$ cat config.mk
export PLATFORM = sky130hd
export DESIGN_NAME = systolic_feeder
export DESIGN_NICKNAME = d
export VERILOG_FILES = /design/src/rtl/systolic_feeder.sv
export SDC_FILE = /design/constraint.sdc
export NUM_CORES = 1
export LEC_CHECK = 0
export CAP_MARGIN = 40
export CELL_PAD_IN_SITES_DETAIL_PLACEMENT = 1
export CELL_PAD_IN_SITES_GLOBAL_PLACEMENT = 1
export CORE_ASPECT_RATIO = 0.5
export CORE_UTILIZATION = 30
export DETAILED_ROUTE_END_ITERATION = 7
export GPL_ROUTABILITY_DRIVEN = 0
export PLACE_DENSITY = 0.54
export SLEW_MARGIN = 20
export SYNTH_ARGS = -nofsm -noshare
export SYNTH_HDL_FRONTEND = slang
export SYNTH_SLANG_ARGS = --single-unit
$ cat constraint.sdc
create_clock -name clk -period 4.5 [get_ports clk]
set_input_delay 0.675 -clock clk [delete_from_list [all_inputs] [get_ports clk]]
set_output_delay 0.675 -clock clk [all_outputs]
set_load 0.02 [all_outputs]
$ cat src/rtl/systolic_feeder.sv
// systolic_feeder: buffers one A and one B matrix and streams them
// into the PE grid edges with a one-cycle-per-lane diagonal skew.
module systolic_feeder #(
   parameter int N  = 4,
   parameter int IW = $clog2(N)
) (
   input  logic            clk,
   input  logic            reset,
   input  logic            wr_en,
   input  logic            wr_mat,
   input  logic [IW-1:0]   wr_row,
   input  logic [IW-1:0]   wr_col,
   input  logic [7:0]      wr_data,
   output logic            wr_err,
   input  logic            start,
   output logic            busy,
   output logic            done,
   output logic [N*8-1:0]  a_out,
   output logic [N-1:0]    a_valid,
   output logic [N*8-1:0]  b_out,
   output logic [N-1:0]    b_valid
);

   localparam int TW = $clog2(2*N-1);
   localparam logic [TW-1:0] LAST = TW'(2*N-2);
   localparam logic [IW:0]   NV   = (IW+1)'(N);

   typedef enum logic [1:0] {
      S_IDLE,
      S_STREAM,
      S_DONE
   } state_t;

   state_t state, state_nxt;

   logic [TW-1:0] t;
   logic [7:0]    a_mem [N][N];
   logic [7:0]    b_mem [N][N];

   logic start_acc;
   logic load;
   logic clear;
   logic in_range;
   logic wr_ok;
   int   step;

   logic [N*8-1:0] nxt_a;
   logic [N*8-1:0] nxt_b;
   logic [N-1:0]   nxt_av;
   logic [N-1:0]   nxt_bv;

   always_ff @(posedge clk or negedge reset) begin
      if (!reset) begin
         state <= S_IDLE;
      end else begin
         state <= state_nxt;
      end
   end

   always_comb begin
      state_nxt = state;
      start_acc = 1'b0;
      load      = 1'b0;
      clear     = 1'b0;
      unique case (state)
         S_IDLE: begin
            if (start) begin
               start_acc = 1'b1;
               load      = 1'b1;
               state_nxt = S_STREAM;
            end
         end
         S_STREAM: begin
            if (t == LAST) begin
               clear     = 1'b1;
               state_nxt = S_DONE;
            end else begin
               load = 1'b1;
            end
         end
         S_DONE: begin
            state_nxt = S_IDLE;
         end
         default: begin
            state_nxt = S_IDLE;
         end
      endcase
   end

   assign busy = (state == S_STREAM);
   assign done = (state == S_DONE);

   assign in_range = ({1'b0, wr_row} < NV) && ({1'b0, wr_col} < NV);
   assign wr_ok    = wr_en && (state == S_IDLE) && !start && in_range;

   always_ff @(posedge clk or negedge reset) begin
      if (!reset) begin
         t <= '0;
      end else if (start_acc) begin
         t <= '0;
      end else if (clear) begin
         t <= '0;
      end else if (state == S_STREAM) begin
         t <= t + 1'b1;
      end
   end

   always_ff @(posedge clk or negedge reset) begin
      if (!reset) begin
         for (int r = 0; r < N; r++) begin
            for (int c = 0; c < N; c++) begin
               a_mem[r][c] <= '0;
               b_mem[r][c] <= '0;
            end
         end
      end else if (wr_ok) begin
         if (wr_mat) begin
            b_mem[wr_row][wr_col] <= wr_data;
         end else begin
            a_mem[wr_row][wr_col] <= wr_data;
         end
      end
   end

   always_ff @(posedge clk or negedge reset) begin
      if (!reset) begin
         wr_err <= 1'b0;
      end else begin
         wr_err <= wr_en && !wr_ok;
      end
   end

   // The step being loaded: 0 on the start edge, otherwise the one after t.
   always_comb begin
      step   = start_acc ? 0 : int'(t) + 1;
      nxt_a  = '0;
      nxt_b  = '0;
      nxt_av = '0;
      nxt_bv = '0;
      for (int i = 0; i < N; i++) begin
         if ((step >= i) && (step - i < N)) begin
            nxt_a[i*8 +: 8] = a_mem[i][IW'(step - i)];
            nxt_b[i*8 +: 8] = b_mem[IW'(step - i)][i];
            nxt_av[i]       = 1'b1;
            nxt_bv[i]       = 1'b1;
         end
      end
   end

   always_ff @(posedge clk or negedge reset) begin
      if (!reset) begin
         a_out   <= '0;
         b_out   <= '0;
         a_valid <= '0;
         b_valid <= '0;
      end else if (load) begin
         a_out   <= nxt_a;
         b_out   <= nxt_b;
         a_valid <= nxt_av;
         b_valid <= nxt_bv;
      end else if (clear) begin
         a_out   <= '0;
         b_out   <= '0;
         a_valid <= '0;
         b_valid <= '0;
      end
   end

endmodule

==> impl_summary.txt <==
----------------------------------------------------
[Routing]
  Wirelength, routed ... 38.8 mm
  Wire length per cell after detailed routing ... 22.4 um
  Vias per cell ... 5.05
  1st-iter DRT viols ... around 420
  Number of iterations in the first detailed-routing pass ... 6
  Residual DRC count ... 0
  Remaining antenna violation count after routing ... 0
  Routed vias ... 8759

[Place]
  Number of buffer cells added on primary ports ... 91
  Detail Placement HPWL ... ~24 mm
  Post-DP Area ... 16000 um2

[Clocking]
  Total of cells resized after clock tree synthesis ... 0
  Clock Tree Buf Depth ... 3
  Worst-skew pair later-pin latency ... 0.52 ns
  Num CTS Buffers ... 36
  Hold buffer count at cts ... 0
  TritonCTS clock tree ... yes
  Clock tree root driver cell ... sky130_fd_sc_hd__clkbuf_16
  Clock-pin slew of the registers on the worst-case setup and hold paths ... 0.06 ns
  CTS H-Tree Depth ... 2
  Post-CTS Repair Setup Buffers ... 0
  TritonCTS Sinks ... 330

[Logic synthesis]
  Distinct cells, synth ... 48
  Top-count cell post-synth ... sky130_fd_sc_hd__dfrtp_1
  Synth top area share ... 57.7%
  Top_reg_cell synth ... sky130_fd_sc_hd__dfrtp_1
  Seq/Total Area, Yosys ... 57.7%
  Most frequent cells after synthesis ... sky130_fd_sc_hd__dfrtp_1, sky130_fd_sc_hd__mux2_2, sky130_fd_sc_hd__nand2_1, sky130_fd_sc_hd__clkbuf_1, sky130_fd_sc_hd__a32o_1
  Number of enable-type register cells in the synthesized netlist ... 0
  Nets in the synthesized netlist ... approximately 1.0k
  Post-synthesis cell area ... 14300 um2
  Mapped Avg Cell Area ... ~15 um2
  Cell type with the largest total area after synthesis ... sky130_fd_sc_hd__dfrtp_1
  Number of synthesized register bits ... 330
  Ranking of synthesized cells by area ... sky130_fd_sc_hd__dfrtp_1, sky130_fd_sc_hd__mux2_2, sky130_fd_sc_hd__mux4_2
  Total number of yosys warnings ... 0
  Mapped Cells ... 979
  Proportion of register bits with asynchronous set or reset after synthesis ... 100%

[Timing]
  Unrepaired setup endpoints after global routing ... no
  Worst slew slack as a fraction of its limit ... 43.3%
  Final worst-path cycle share ... 75.2%
  Tmin final ... 3.39 ns
  Number of max-slew violations in the final report ... 0
  Worst clock skew ... 0.0112 ns
  Final setup violation count ... 0
  Total negative slack ... 0 ns
  Highest achievable clock rate ... 295 MHz
  Worst-margin pin slew ... around 0.85 ns
  Final hold viol count ... 0

[Hold path]
  Hold Path Class ... input port to asynchronous set/reset pin

[Pwr]
  Worst voltage drop across the vdd grid ... 0.411 mV
  Overall power ... ~0.011 W
  Cell leakage power ... 7.94 nW
  Pwr Density ... 611 nW/um2

[Setup path]
  Critical-path cell list ... clkdlybuf4s50_1 -> nor3b_4 -> nor2_1 -> inv_1 -> ha_1 -> ha_1 -> a21oi_1 -> a31oi_1 -> a311oi_4 -> buf_4 -> a32o_1
  Required time of the critical path ... 4.95 ns
  Worst R2R Path Depth ... 11
  Crit Path Class ... input port to flip-flop
  Register-to-register path setup slack ... 1.17 ns
  Endpoint of the worst setup timing path ... b_out[11]
  Maximum cell stage delay along the critical path ... 0.53 ns
  Startpoint types ... input port
  Biggest fanout along the worst timing path ... 9
  Launching instance or port of the critical path ... start
  End of the worst register-to-register path ... b_out[11]
  Standard cell with the maximum stage delay on the critical path ... sky130_fd_sc_hd__clkdlybuf4s50_1
  Launching point of the worst reg2reg path ... t[0]
  Crit end category ... flip-flop
  WP data arrival ... 3.84 ns
  Most numerous cell on the critical path ... sky130_fd_sc_hd__ha_1

[Global routing]
  Vias in the first global route ... ~9.7k
  Pin count of the biggest net entering global routing ... 126
  Overflow after GRT ... 0
  Wire length of the first global-routing pass ... 61.1 mm
  Number of antenna violations at the first check in global routing ... 0
  GRT Util Overall ... between 15 and 20%

[Status]
  Status ... finished clean

[Layout]
  Final Net Count ... 1098
  Fraction of final layout cells with drive strength greater than 1 ... 36.7%
  Area growth from synthesis to layout ... 20.3%
  Final non-filler cell area ... 17200 um2
  Fill cell total of the finished layout ... between 4k and 5k

[Die]
  Area of the die ... about 49000 um2
  Starting Density ... 30.5%
  Chip Height ... 156 um
  X dimension of the die ... approximately 310 um
  Area of the core ... about 47000 um2
  Num ports ... 92
  Cell Rows ... 56

[Run]
  Number of max-capacitance violations reported ... 0

----------------------------------------------------
==> cells by family after synthesis <==
logic type,count (synthesis),synth area share [%]
DFF,330,57.7
AOI/OAI and AO/OA,115,7.41
muxes,304,26.3
and+or+nand+nor,140,5.08
buffers and inverters,80,2.65
xor gates and xnor gates,1,0.0612
adders and majority gates,9,0.787
==> registers in the layout, indices dropped and copies added (netlist names) <==
register / cells
wr_err: 1
a_out: 32
a_valid: 4
b_mem: 128
t: 3
b_out: 32
a_mem: 128
state: 2
==> layer usage <==
layer	vias to the layer above	global-route usage, %	wire length [um]
met5	-	0	0
met4	0	4.22	756
met3	56	2.64	1440
met2	121	27.0	18600
met1	4743	22.6	18000
li1	3839	-	-
==> final cells by class <==
class / count / area, um2 / area share, %
antenna: 2 / 5.00 / 0.0291
timing repair buffer: 128 / 1260 / 7.35
multi-input combinational: 569 / 5680 / 33.0
inverter: 7 / 27.5 / 0.160
clock inverter: 7 / 139 / 0.807
sequential: 330 / 8260 / 48.0
tap: 638 / 798 / 4.64
clock buffer: 53 / 1040 / 6.02
==> layout by cell type, fill, tap and decap left out, types with 3 or more instances in the layout <==
cell	instances
sky130_fd_sc_hd__inv_1	5
sky130_fd_sc_hd__dfrtp_1	330
sky130_fd_sc_hd__mux4_2	32
sky130_fd_sc_hd__o221ai_1	16
sky130_fd_sc_hd__a21o_1	3
sky130_fd_sc_hd__nand3_1	21
sky130_fd_sc_hd__a32o_1	34
sky130_fd_sc_hd__clkbuf_8	5
sky130_fd_sc_hd__clkinv_2	3
sky130_fd_sc_hd__buf_4	30
sky130_fd_sc_hd__nand2b_1	5
sky130_fd_sc_hd__ha_1	9
sky130_fd_sc_hd__nor3_2	5
sky130_fd_sc_hd__mux2_2	256
sky130_fd_sc_hd__clkbuf_16	37
sky130_fd_sc_hd__buf_2	5
sky130_fd_sc_hd__nor2b_1	4
sky130_fd_sc_hd__buf_16	3
sky130_fd_sc_hd__a21oi_1	3
sky130_fd_sc_hd__o311ai_0	16
sky130_fd_sc_hd__nor2_1	21
sky130_fd_sc_hd__nand2_1	66
sky130_fd_sc_hd__clkbuf_1	11
sky130_fd_sc_hd__bufinv_16	4
sky130_fd_sc_hd__o22a_1	16
sky130_fd_sc_hd__nand3_2	4
sky130_fd_sc_hd__clkdlybuf4s50_1	85
sky130_fd_sc_hd__a22o_1	18
sky130_fd_sc_hd__mux2i_1	16
==> critical path, delay by kind of cell <==
family	cells	cell delay, ns
buffers and inverters	3	1.03
AOI/OAI and AO/OA	4	0.88
and+or+nand+nor	2	0.67
adders and majority gates	2	0.58
==> worst min-delay path by stage <==
| stage | cells after the start | slack (ns) | end |
|---|---|---|---|
| detailed placement | 2 | 0.49 | b_out[4] |
| CTS | 1 | 0.29 | a_mem[45] |
| finish | 1 | 0.01 | a_mem[61] |
| floorplan | 0 | 0.38 | a_mem[0] |
| global route | 1 | 0.02 | a_mem[61] |
| global placement | 1 | 0.48 | a_out[21] |
==> metrics by stage <==
stage          utilization, %  setup WS, ns  instances  hold WS, ns
3_5_place_dp             34.0         0.634       1667        0.486
4_1_cts                  36.5          1.17       1727        0.291
5_1_grt                  36.7          1.03       1732       0.0198
2_1_floorplan               -         0.943        979        0.379
3_3_place_gp             33.8         0.543       1661        0.479
6_report                 36.7          1.11       1734       0.0113
==> power by group <==
group          leakage [nW]  switching (W)  total (W)  internal (W)
combinational          2.82        0.00236    0.00392       0.00156
clock                 0.573        0.00119    0.00300       0.00182
sequential             4.54       0.000249    0.00360       0.00335
Power figures use the tool's default switching activity.
